### src/rtl/mips_mem_pkg.sv
`default_nettype none
// ============================================================================
//  Module      : mips_mem_pkg
//  Description : Shared types and defaults for the fetch/data memory port
//                arbiter. Holds the arbiter state encoding, the requester id,
//                the default abort timeout and the error read-data pattern.
//  Revision    : 1.0 - initial release
// ============================================================================
package mips_mem_pkg;

    typedef enum logic [1:0] {
        IDLE   = 2'd0,
        BUSY_I = 2'd1,
        BUSY_D = 2'd2
    } arb_state_t;

    // Bit positions of the request vector follow these values:
    // req[0] = fetch, req[1] = data.
    typedef enum logic {
        REQ_IF = 1'b0,
        REQ_D  = 1'b1
    } req_id_t;

    localparam int          TIMEOUT_CYC_DEF = 255;
    localparam logic [31:0] ERR_DATA_DEF    = 32'hDEAD_BEEF;

    // Wait-counter width: wide enough for the timeout, never narrower than 8.
    function automatic int cnt_width(input int max_count);
        return ($clog2(max_count + 1) > 8) ? $clog2(max_count + 1) : 8;
    endfunction

endpackage
`default_nettype wire

### src/rtl/arb_rr2.sv
`default_nettype none
// ============================================================================
//  Module      : arb_rr2
//  Description : Two-way round-robin pick. A lone requester wins; when both
//                request, the one that was not granted last wins.
//  Ports       : req[1:0] in  - request vector (bit0 fetch, bit1 data)
//                last     in  - id granted most recently
//                winner   out - id of the chosen requester
//  Revision    : 1.0 - initial release
// ============================================================================
module arb_rr2
    import mips_mem_pkg::*;
(
    input  logic [1:0] req,
    input  logic       last,
    output logic       winner
);

    always_comb begin
        winner = last;
        case (req)
            2'b01:   winner = REQ_IF;
            2'b10:   winner = REQ_D;
            2'b11:   winner = ~last;
            default: winner = last;   // no request: value is not consumed
        endcase
    end

endmodule
`default_nettype wire

### src/rtl/mem_port_arbiter.sv
`default_nettype none
// ============================================================================
//  Module      : mem_port_arbiter
//  Description : Arbitrates an instruction-fetch port and a data port onto a
//                single memory port with one transaction outstanding. Grants
//                are round-robin when both ports request. All outputs are
//                registered.
//  Ports       : clk, reset                     - clock, sync active-high reset
//                if_req/if_addr                 - fetch request
//                if_gnt/if_rvalid/if_rdata      - fetch accept, completion, data
//                d_req/d_we/d_addr/d_wdata/d_be - data request
//                d_gnt/d_rvalid/d_rdata         - data accept, completion, data
//                mem_req/mem_we/mem_addr/mem_wdata/mem_be - memory request
//                mem_ack/mem_rdata              - memory completion
//                arb_err                        - sticky timeout flag
//  Config      : MEM_ARB_TIMEOUT_EN - when defined, a transaction that sees no
//                mem_ack for TIMEOUT_CYC busy cycles is aborted and returns
//                ERR_DATA; otherwise the arbiter waits indefinitely.
//  Revision    : 1.0 - initial release
// ============================================================================
module mem_port_arbiter
    import mips_mem_pkg::*;
#(
    parameter int          TIMEOUT_CYC = TIMEOUT_CYC_DEF,
    parameter logic [31:0] ERR_DATA    = ERR_DATA_DEF
) (
    input  logic        clk,
    input  logic        reset,

    input  logic        if_req,
    input  logic [31:0] if_addr,
    output logic        if_gnt,
    output logic        if_rvalid,
    output logic [31:0] if_rdata,

    input  logic        d_req,
    input  logic        d_we,
    input  logic [31:0] d_addr,
    input  logic [31:0] d_wdata,
    input  logic [3:0]  d_be,
    output logic        d_gnt,
    output logic        d_rvalid,
    output logic [31:0] d_rdata,

    output logic        mem_req,
    output logic        mem_we,
    output logic [31:0] mem_addr,
    output logic [31:0] mem_wdata,
    output logic [3:0]  mem_be,
    input  logic        mem_ack,
    input  logic [31:0] mem_rdata,

    output logic        arb_err
);

    arb_state_t  state_q,     state_d;
    req_id_t     last_q,      last_d;
    logic        mem_req_q,   mem_req_d;
    logic        mem_we_q,    mem_we_d;
    logic [31:0] mem_addr_q,  mem_addr_d;
    logic [31:0] mem_wdata_q, mem_wdata_d;
    logic [3:0]  mem_be_q,    mem_be_d;
    logic        if_gnt_q,    if_gnt_d;
    logic        d_gnt_q,     d_gnt_d;
    logic        if_rvalid_q, if_rvalid_d;
    logic        d_rvalid_q,  d_rvalid_d;
    logic [31:0] if_rdata_q,  if_rdata_d;
    logic [31:0] d_rdata_q,   d_rdata_d;
    logic        arb_err_q,   arb_err_d;

    logic        w_winner;
    logic        w_timeout;

    arb_rr2 u_arb_rr2 (
        .req    ({d_req, if_req}),
        .last   (last_q),
        .winner (w_winner)
    );

`ifdef MEM_ARB_TIMEOUT_EN
    localparam int             CNT_W    = cnt_width(TIMEOUT_CYC);
    localparam logic [CNT_W-1:0] CNT_LAST = CNT_W'(TIMEOUT_CYC - 1);

    logic [CNT_W-1:0] wait_cnt_q, wait_cnt_d;

    // Held at zero while idle, so it starts from zero on entry to BUSY and
    // then counts the busy cycles already spent waiting.
    always_comb begin
        wait_cnt_d = (state_q == IDLE) ? '0 : wait_cnt_q + 1'b1;
    end

    always_ff @(posedge clk) begin
        if (reset) begin
            wait_cnt_q <= '0;
        end else begin
            wait_cnt_q <= wait_cnt_d;
        end
    end

    // Fires in the last permitted busy cycle; mem_ack has priority below.
    assign w_timeout = (state_q != IDLE) && (wait_cnt_q == CNT_LAST);
`else
    assign w_timeout = 1'b0;
`endif

    always_comb begin
        state_d     = state_q;
        last_d      = last_q;
        mem_req_d   = mem_req_q;
        mem_we_d    = mem_we_q;
        mem_addr_d  = mem_addr_q;
        mem_wdata_d = mem_wdata_q;
        mem_be_d    = mem_be_q;
        if_gnt_d    = 1'b0;
        d_gnt_d     = 1'b0;
        if_rvalid_d = 1'b0;
        d_rvalid_d  = 1'b0;
        if_rdata_d  = if_rdata_q;
        d_rdata_d   = d_rdata_q;
        arb_err_d   = arb_err_q;

        case (state_q)
            IDLE: begin
                // mem_ack is deliberately ignored here.
                if (if_req || d_req) begin
                    mem_req_d = 1'b1;
                    if (w_winner == REQ_D) begin
                        state_d     = BUSY_D;
                        last_d      = REQ_D;
                        d_gnt_d     = 1'b1;
                        mem_we_d    = d_we;
                        mem_addr_d  = d_addr;
                        mem_wdata_d = d_wdata;
                        mem_be_d    = d_be;
                    end else begin
                        // Fetches are full-word reads whatever the data port
                        // happens to be presenting.
                        state_d     = BUSY_I;
                        last_d      = REQ_IF;
                        if_gnt_d    = 1'b1;
                        mem_we_d    = 1'b0;
                        mem_addr_d  = if_addr;
                        mem_wdata_d = '0;
                        mem_be_d    = 4'hF;
                    end
                end
            end

            BUSY_I: begin
                if (mem_ack) begin
                    state_d     = IDLE;
                    mem_req_d   = 1'b0;
                    if_rvalid_d = 1'b1;
                    if_rdata_d  = mem_rdata;
                end else if (w_timeout) begin
                    state_d     = IDLE;
                    mem_req_d   = 1'b0;
                    if_rvalid_d = 1'b1;
                    if_rdata_d  = ERR_DATA;
                    arb_err_d   = 1'b1;
                end
            end

            BUSY_D: begin
                if (mem_ack) begin
                    state_d    = IDLE;
                    mem_req_d  = 1'b0;
                    d_rvalid_d = 1'b1;
                    // Stores still complete, but carry no load data.
                    d_rdata_d  = mem_we_q ? 32'h0 : mem_rdata;
                end else if (w_timeout) begin
                    state_d    = IDLE;
                    mem_req_d  = 1'b0;
                    d_rvalid_d = 1'b1;
                    d_rdata_d  = ERR_DATA;
                    arb_err_d  = 1'b1;
                end
            end

            default: begin
                state_d   = IDLE;
                mem_req_d = 1'b0;
            end
        endcase
    end

    always_ff @(posedge clk) begin
        if (reset) begin
            state_q     <= IDLE;
            last_q      <= REQ_IF;
            mem_req_q   <= 1'b0;
            mem_we_q    <= 1'b0;
            mem_addr_q  <= 32'h0;
            mem_wdata_q <= 32'h0;
            mem_be_q    <= 4'h0;
            if_gnt_q    <= 1'b0;
            d_gnt_q     <= 1'b0;
            if_rvalid_q <= 1'b0;
            d_rvalid_q  <= 1'b0;
            if_rdata_q  <= 32'h0;
            d_rdata_q   <= 32'h0;
            arb_err_q   <= 1'b0;
        end else begin
            state_q     <= state_d;
            last_q      <= last_d;
            mem_req_q   <= mem_req_d;
            mem_we_q    <= mem_we_d;
            mem_addr_q  <= mem_addr_d;
            mem_wdata_q <= mem_wdata_d;
            mem_be_q    <= mem_be_d;
            if_gnt_q    <= if_gnt_d;
            d_gnt_q     <= d_gnt_d;
            if_rvalid_q <= if_rvalid_d;
            d_rvalid_q  <= d_rvalid_d;
            if_rdata_q  <= if_rdata_d;
            d_rdata_q   <= d_rdata_d;
            arb_err_q   <= arb_err_d;
        end
    end

    assign if_gnt    = if_gnt_q;
    assign if_rvalid = if_rvalid_q;
    assign if_rdata  = if_rdata_q;
    assign d_gnt     = d_gnt_q;
    assign d_rvalid  = d_rvalid_q;
    assign d_rdata   = d_rdata_q;
    assign mem_req   = mem_req_q;
    assign mem_we    = mem_we_q;
    assign mem_addr  = mem_addr_q;
    assign mem_wdata = mem_wdata_q;
    assign mem_be    = mem_be_q;
    assign arb_err   = arb_err_q;

endmodule
`default_nettype wire

### config.mk
export PLATFORM = sky130hd
export DESIGN_NAME = mem_port_arbiter
export DESIGN_NICKNAME = d
export VERILOG_FILES = /design/src/rtl/mips_mem_pkg.sv /design/src/rtl/arb_rr2.sv /design/src/rtl/mem_port_arbiter.sv
export SDC_FILE = /design/constraint.sdc
export NUM_CORES = 1
export LEC_CHECK = 0
export ABC_AREA = 1
export CORE_MARGIN = 2
export CORE_UTILIZATION = 38
export CTS_BUF_LIST = sky130_fd_sc_hd__clkbuf_4
export DETAILED_ROUTE_END_ITERATION = 7
export PLACE_DENSITY = 0.76
export RECOVER_POWER = 100
export SYNTH_ARGS = -nofsm -noshare
export SYNTH_HDL_FRONTEND = slang
export SYNTH_SLANG_ARGS = --single-unit
### constraint.sdc
create_clock -name clk -period 1.33 [get_ports clk]
set_input_delay 0.133 -clock clk [delete_from_list [all_inputs] [get_ports clk]]
set_output_delay 0.133 -clock clk [all_outputs]
set_load 0.01 [all_outputs]
# == After elaboration in Yosys (flattened, before gate mapping) ==
# Index checks and enable logic that the tools add are counted.
# totals
mem_bits_rw,0
register_bits,141
in_bits,138
memories,0
latch_bits,0
romBits,0
# classes
n_lt_le_gt_ge,0
muxes,16
eq_ne,7
shift,0
bitwise,5
add_sub_neg,0
multipliers,0
n_div,0
n_reduce_logical,10
# op_table
op,count
2-to-1 mux 32 bit,3
AND reduction 2 bit,4
"equality test 2 bit, second input constant",3
2-to-1 mux 1 bit,6
2-to-1 mux 2 bit,3
OR reduction 2 bit,3
NOT 1 bit,5
"equality test 2 x 1 -> 1 bit, second input constant",2
2-to-1 mux 4 bit,1
one-hot mux 2 bit (2 select lines),1
one-hot mux 1 bit (3 select lines),1
OR reduction 3 bit,1
logical NOT 2 bit,1
"!= test 2 x 1 -> 1 bit, second input constant",1
"!= test 2 bit, second input constant",1
one-hot mux 1 bit (2 select lines),1
logical OR 1 bit,1

# == Depth between registers and ports, before layout ==
# Gate-level depths: netlist (run 1).
# depth
word_depth,5
mapped_depth,8
ltp_nobuf,7

# == By module ==
# From an unflattened synthesis (run 1), not the netlist that was laid out.
# hier_totals
cells_unflattened,745
hier_area_um2,5597.9
# by_module_without_submodules
module,area_each_um2,seq_area_each_um2,n_inst,cells_each
mem_port_arbiter,5579.1,2822.7,1,740
arb_rr2,18.8,0.0,1,5

# == Worst setup path before layout (run 1) ==
# Ideal clock, no wire load.
# synth_timing
path_kind,flip-flop to flip-flop
startpoint,reg state_q[0]
endpoint,reg mem_addr_q[10] (netlist: mem_addr[10])
t_required_ps,1221
synth_period_minus_slack_ps,1260
n_path_buf,1
path_stages_with_launch,9
setup_ps,109
t_arrival_ps,1151
slack_ps,70
cell_sequence,dfxtp_1 > inv_1 > ha_1 > o21ai_4 > inv_2 > buf_2 > nand3_1 > nand2_1 > inv_1
# synth_via
elab_chain_cells,2
# synth_lines
element,line_no,text
"start, declared",mem_port_arbiter.sv:56,"arb_state_t state_q, state_d;"
"start signal, assigned",mem_port_arbiter.sv:204,state_q <= state_d;
logical NOT 2 bit,mem_port_arbiter.sv:122,case (state_q)
AND reduction 2 bit (no source line),--,
"end signal, assigned",mem_port_arbiter.sv:208,mem_addr_q <= mem_addr_d;
"end, declared",mem_port_arbiter.sv:60,"logic [31:0] mem_addr_q, mem_addr_d;"
# No other way between the ends.
# A chain may end at the register's enable or synchronous reset.

# == Final worst setup path (run 1) ==
# layout_timing
startpoint,reg state_q[0]
endpoint,reg d_rdata_q[29] (netlist: d_rdata[29])
# layout_via
elab_chain_cells,2
# layout_lines
element,line_no,text
equality test 2 bit,mem_port_arbiter.sv:122,
AND reduction 2 bit (no source line),--,
"end signal, assigned",mem_port_arbiter.sv:216,d_rdata_q <= d_rdata_d;
"end, declared",mem_port_arbiter.sv:68,"logic [31:0] d_rdata_q, d_rdata_d;"
# No other way between the ends.

==> out/qor.txt, run 1 <==
area inside the core boundary: 14640 sq um
count of placed standard cells including taps: 1220
count of maximum capacitance violations: 0
Worst setup SP type: register
cell type with the highest aggregate area in the netlist: dfxtp_1
number of hold-repair buffers added at the cts stage: 0
reg2reg start: state_q[0]
sum of internal, switching and leakage power: 14.71 mW
effective utilization at floorplan: 39.14%
clock-pin slew reported for the worst setup and hold paths after clock tree synthesis: 0.13 ns
depth of the CTS H-tree: 4
Area growth syn-to-layout: 54.36%
Psw: 5.477 mW
wire length of the first global-routing pass: 28560 um
share of cells above drive strength 1: 22.88%
Reg2Reg Setup Slack: 0.05 ns
Finished Layout Cells: 1259
P_leak: 4.199 nW
switching power as a share of total power: 37.24%
min setup slack post-route: 0.04831 ns
detailed placer's ending HPWL: 12660 um
fraction of the yosys area taken by sequential cells: 49.25%
placed cell area: 8896 sq um
TritonCTS clock tree: yes
distinct cell type count of the synthesized netlist: 18
power density normalized to cell area: 1662 nW/um^2
antenna violations before repair: 0
result of the run: complete, no violations
sequential share of power: 38.4%
unrepaired setup endpoints after global routing: yes
remaining number of nets flagged by the antenna check after routing: 0
total number of vias: 6155
Inserted Diodes: 0
buffers from clock root to sink, at most: 2
post-layout min period: 1.282 ns
Synth warnings: 0
Max Transition Viols Final: 0
final RePlAce weighted congestion: 0.7794
endpoint of the most critical register-to-register path: d_rdata[29]
Crit Path Max Fanout: 16
largest voltage drop on the vdd net: 907.8 uV
Clock power frac: 20.5%
share of total power in combinational logic: 41.2%
Congestion Overflow GR: 0
capture endpoint of the worst hold path: mem_wdata[28]
maximum number of pins on one net before global-route repair: 73
detail-routed net length per standard cell: 14.69 um
area of the die: 16080 sq um
remaining design rule violation count: 0
number of nets in the final layout: 1204
required arrival time at the worst endpoint: 1.79 ns
number of iterations in the first detailed-routing pass: 5
drt initial violations: 400
routed via count divided by cell count: 4.889
Avg Cell Area, Syn: 7.292 sq um
wire length reported by the detailed router: 18490 um
TritonCTS Sinks: 141
final setup violation count: 0
Post-Syn Nets: 928
Hold Fails Final Rpt: 0
worst hold path type: in -> reg
clock root buffer master: clkbuf_4
worst slack at placement: -0.2110 ns
combined global-route utilization of all metal layers: 22.01%
Post-Route Skew: 0.02298 ns
internal power of the cells: 9.231 mW
Core Rows: 44
number of instances in the synthesized netlist: 786
count of pins on the block boundary: 277
start point of the worst hold path: d_wdata[28]
synthesized flop and latch total: 141
number of instances on the worst hold path: 3
via count of the first global-routing pass: 5671
x dimension of the die: 126.8 um
share of the clock period used by the worst path after layout: 96.37%
netlist area before placement: 5732 sq um
count of cells along the worst register-to-register path: 6
cell area after layout: 8847 sq um
peak clock frequency supported by timing: 780.2 MHz
kind of capture point of the worst setup path: register
top cell type's share of synthesized area: 49.25%
CP arrival: 1.74 ns
Worst Path Class, Setup: reg -> reg
TritonCTS Buffers: 17
ranking of synthesized cells by area: dfxtp_1 (49%), nand3_1 (17%), nand2_1 (7.9%), o21ai_0 (5.6%), nor2_1 (5.2%)
overall die height: 126.8 um
number of port buffers: 275
clk_lat worst skew: 0.54 ns
fill cell instance count of the final layout: 1415
worst max-delay path: stages (launching register included):
cell	delay [ns]
dfxtp_2	0.34
inv_2	0.07
buf_4	0.15
ha_4	0.17
nand3_4	0.09
clkbuf_4	0.23
o21ai_0	0.16
power by group through the flow:
stage / clock network, mW / logic (mW) / registers, mW
floorplan: 0 / 2.63 / 6.08
global placement: 0 / 6.43 / 5.65
detailed placement: 0 / 6.48 / 5.68
CTS: 3.10 / 6.21 / 5.60
global route: 3.32 / 6.69 / 5.75
finish: 3.01 / 6.05 / 5.64
state kept, by name, summed over array words and instances, names as in the netlist:
| name | cells |
|---|---|
| d_rvalid | 1 |
| mem_req | 1 |
| mem_addr | 32 |
| last_q | 1 |
| d_rdata | 32 |
| d_gnt | 1 |
| mem_we | 1 |
| mem_be | 4 |
| if_gnt | 1 |
| state_q | 2 |
| if_rdata | 32 |
| mem_wdata | 32 |
| if_rvalid | 1 |
synthesized netlist by cell type:
cell,number
buf_2,28
inv_1,78
o21ai_0,64
inv_2,2
nand2_1,120
clkbuf_1,25
nor2_1,80
ha_1,4
buf_4,6
nand2_2,2
buf_1,1
nor3_1,1
o21ai_4,1
nor2_4,1
a21oi_1,33
conb_1,1
dfxtp_1,141
nand3_1,198
cells in the final DEF (no fill, tap or decap), drive strengths merged:
| cell type | n |
|---|---|
| nand2 | 122 |
| inv | 84 |
| clkinv | 7 |
| nand3 | 198 |
| bufinv | 3 |
| buf | 64 |
| dfxtp | 141 |
| ha | 4 |
| o21ai | 65 |
| clkdlybuf4s15 | 18 |
| clkbuf | 115 |
| conb | 1 |
| a21oi | 33 |
| nor3 | 1 |
| nor2 | 81 |
| clkinvlp | 1 |
| clkdlybuf4s50 | 137 |
logic make-up after synthesis:
kind of cell | Yosys count | synth area share, %
AND/OR/NAND/NOR | 402 | 30.89
flip-flops | 141 | 49.25
buffers and inverters | 140 | 10.17
AO/OA/AOI/OAI | 98 | 8.754
adder cells (fa/ha/maj) | 4 | 0.8732
other | 1 | 0.06543
stage by stage:
step / util (%) / hold WS, ns / TNS (ns)
floorplan: - / 0.2537 / 0
global placement: 60.75 / 0.4556 / -10.03
detailed placement: 60.75 / 0.4605 / -12.26
CTS: 63.40 / 0.07984 / -0.09734
global route: 60.42 / 0.05922 / -0.3067
finish: 60.42 / 0.1387 / 0
layout make-up:
type                    count  area [sq um]  share of cell area [%]
flip-flops and latches    141          2873                   32.47
repair buffers            317          2711                   30.65
multi-input cells         505          2412                   27.27
inverters                  80         306.5                   3.465
well taps                 184         230.2                   2.602
clock inverters            15         186.4                   2.107
clock buffers              17         127.6                   1.443
per-layer routing:
| layer | vias up | GRT usage, % | share of wire, % |
|---|---|---|---|
| met5 | - | 0 | 0 |
| met4 | 0 | 7.111 | 1.5 |
| met3 | 18 | 7.803 | 7.5 |
| met2 | 221 | 37.03 | 49 |
| met1 | 2815 | 26.30 | 42 |
| li1 | 3101 | - | - |
worst max-delay path by stage:
stage | end | cells after the start | start | slack [ns]
2_1_floorplan | mem_addr[10] | 8 | state_q[0] | 0.07
3_3_place_gp | last_q | 5 | d_req | -0.17
3_5_place_dp | last_q | 5 | d_req | -0.21
4_1_cts | if_rdata[9] | 7 | state_q[1] | -0.03
5_1_grt | mem_addr[14] | 7 | state_q[1] | -0.03
6_report | d_rdata[29] | 6 | state_q[0] | 0.05
repair_timing:
action / CTS / global route
pin swaps: 0 / 8
buffers inserted: 0 / 4
setup endpoints to repair: 201 / 274
endpoints found under the hold margin: 0 / 0
cloned: 0 / 3
gates resized for setup: 321 / 214
Power figures use the tool's default switching activity.
==> run 2: changes to the inputs <==
CORE_UTILIZATION = 37   (was 38)
CTS_BUF_LIST = sky130_fd_sc_hd__clkbuf_16   (was sky130_fd_sc_hd__clkbuf_4)
GPL_ROUTABILITY_DRIVEN = 0   (was not set)
PLACE_DENSITY = 0.74   (was 0.76)
==> out/qor.txt, run 2 (synthesized netlist as in run 1, its figures left out) <==
required arrival time at the worst endpoint: 1.64 ns (-0.15 ns)
most frequent cells in the layout: nand3_1 (197), dfxtp_1 (139), dlygate4sd2_1 (138), clkdlybuf4s50_1 (137), nand2_1 (114)
cell breakdown of the critical path: inv_1, buf_4, ha_4, nand3_4, clkbuf_16, o21ai_0
final setup violation count: 1 (+1)
number of iterations in the first detailed-routing pass: 5 (unchanged)
clock root buffer master: clkbuf_16
cell area after layout: 9757 sq um (+10%)
multi-input logic area: 2442 sq um (+1.2%)
fill cell instance count of the final layout: 1370 (-3.2%)
Core Rows: 45 (+2.3%)
Psw: 5.743 mW (+4.9%)
kind of capture point of the worst setup path: register
peak clock frequency supported by timing: 748.2 MHz (-4.1%)
clock-pin slew reported for the worst setup and hold paths after clock tree synthesis: 0.06 ns (-0.07 ns)
wire length of the first global-routing pass: 29030 um (+1.6%)
clk_lat worst skew: 0.41 ns (-0.13 ns)
P_leak: 4.912 nW (+17%)
Max Transition Viols Final: 0 (unchanged)
most frequent standard cell in the layout excluding fill and tap cells: nand3_1
placed cell area: 8957 sq um (+0.69%)
unrepaired setup endpoints after global routing: yes
violations in the final reports: setup timing
Hold Fails Final Rpt: 0 (unchanged)
power density normalized to cell area: 1743 nW/um^2 (+4.9%)
CP arrival: 1.65 ns (-0.09 ns)
min setup slack post-route: -0.006492 ns (-0.05480 ns)
number of nets in the final layout: 1216 (+1.0%)
slowest stage delay, CP: 0.30 ns (-0.04 ns)
share of the clock period used by the worst path after layout: 100.5% (+4.1 points)
number of instances on the worst hold path: 3 (unchanged)
Worst Path Class, Setup: reg -> reg
depth of the CTS H-tree: 4 (unchanged)
detail-routed net length per standard cell: 15.50 um (+5.5%)
wire length reported by the detailed router: 19740 um (+6.8%)
Inserted Diodes: 0 (unchanged)
reg2reg start: state_q[0]
sum of internal, switching and leakage power: 17.01 mW (+16%)
x dimension of the die: 128.5 um (+1.3%)
Clock power frac: 27.4% (+6.9 points)
area used by sequential logic in the layout: 2825 sq um (-1.7%)
area of the die: 16500 sq um (+2.6%)
capture endpoint of the worst hold path: mem_wdata[16]
count of pins on the block boundary: 277 (unchanged)
worst slack at placement: -0.3999 ns (-0.1889 ns)
number of port buffers: 275 (unchanged)
count of placed standard cells including taps: 1228 (+0.66%)
result of the run: complete, but fails checks
Congestion Overflow GR: 0 (unchanged)
TritonCTS clock tree: yes
share of total power in combinational logic: 39.8% (-1.4 points)
antenna violations before repair: 0 (unchanged)
area inside the core boundary: 15150 sq um (+3.4%)
overall die height: 128.5 um (+1.3%)
effective utilization at floorplan: 37.84% (-1.3 points)
total number of vias: 6194 (+0.63%)
Worst setup SP type: register
number of hold-repair buffers added at the cts stage: 0 (unchanged)
endpoint of the most critical register-to-register path: d_rdata[4]
Post-Route Skew: 0.008911 ns (-0.01407 ns)
remaining design rule violation count: 0 (unchanged)
internal power of the cells: 11.27 mW (+22%)
via count of the first global-routing pass: 5621 (-0.88%)
post-layout min period: 1.336 ns (+0.05480 ns)
largest voltage drop on the vdd net: 951.3 uV (+4.8%)
count of maximum capacitance violations: 0 (unchanged)
critical path's slowest cell: dfxtp_1
Area growth syn-to-layout: 70.22%
Reg2Reg Setup Slack: -0.006 ns (-0.05 ns)
count of cells along the worst register-to-register path: 6 (unchanged)
combined global-route utilization of all metal layers: 22.20% (+0.19 points)
buffers from clock root to sink, at most: 2 (unchanged)
TritonCTS Sinks: 141 (unchanged)
final core utilization: 64.42% (+4.0 points)
maximum number of pins on one net before global-route repair: 58 (-21%)
routed via count divided by cell count: 4.862 (-0.55%)
Crit Path Max Fanout: 16 (unchanged)
drt initial violations: 366 (-8.5%)
worst hold path type: in -> reg
detailed placer's ending HPWL: 12790 um (+1.1%)
start point of the worst hold path: d_wdata[16]
share of cells above drive strength 1: 10.04% (-13 points)
switching power as a share of total power: 33.76% (-3.5 points)
TritonCTS Buffers: 17 (unchanged)
Finished Layout Cells: 1274 (+1.2%)
sequential share of power: 32.8% (-5.6 points)
remaining number of nets flagged by the antenna check after routing: 0 (unchanged)
## run 2: critical path, delay by kind of cell, from the launching register on
family	cells	cell delay [ns]
flip-flops	1	0.30
AND/OR/NAND/NOR	1	0.11
AO/OA/AOI/OAI	1	0.20
adder cells (fa/ha/maj)	1	0.16
buffers and inverters	3	0.47
## run 2: metrics by stage
| stage | TNS, ns | hold slack [ns] |
|---|---|---|
| after floorplan | 0 | 0.2537 |
| after global placement | -23.32 | 0.4565 |
| after detailed placement | -24.16 | 0.4593 |
| after CTS | -0.1515 | 0.2516 |
| after global routing | -0.9144 | 0.2651 |
| final | -0.006492 | 0.2733 |
## run 2: what timing repair did
item / in CTS / in global routing
resized for setup: 162 / 31
pin swaps: 3 / 1
setup buffers: 6 / 1
setup endpoints to repair: 239 / 117
cloned: 2 / 6
## run 2: how the worst max path moves through the flow
stage / cells after the start / endpoint / slack [ns] / from
detailed placement: 6 / mem_wdata[10] / -0.40 / d_req
floorplan: 8 / mem_addr[10] / 0.07 / state_q[0]
global placement: 6 / mem_wdata[6] / -0.40 / d_req
finish: 6 / d_rdata[4] / -0.006 / state_q[0]
global route: 6 / d_rdata[4] / -0.06 / state_q[0]
CTS: 8 / if_rdata[7] / -0.02 / state_q[0]
## run 2: cell type report
class                           count  area share, %
Timing Repair Buffer              328          34.53
Multi-Input combinational cell    506          25.03
Sequential cell                   141          28.96
Inverter                           80          3.129
Clock inverter                     14          1.577
Tap cell                          188          2.411
Clock buffer                       17          4.360
## run 2: layer usage
metal / track usage, % / vias up / share of wire, %
met5: 0 / - / 0
met4: 8.016 / 0 / 1.8
met3: 7.193 / 24 / 7.0
met2: 37.45 / 214 / 49
met1: 26.55 / 2825 / 42
li1: - / 3131 / -
## run 2: power groups by stage
| stage | Sequential, mW | Clock (mW) | Combinational (mW) |
|---|---|---|---|
| floorplan | 6.08 | 0 | 2.63 |
| global placement | 5.64 | 0 | 6.46 |
| detailed placement | 5.68 | 0 | 6.50 |
| CTS | 5.57 | 4.77 | 6.32 |
| global route | 5.68 | 4.98 | 7.39 |
| finish | 5.57 | 4.67 | 6.77 |
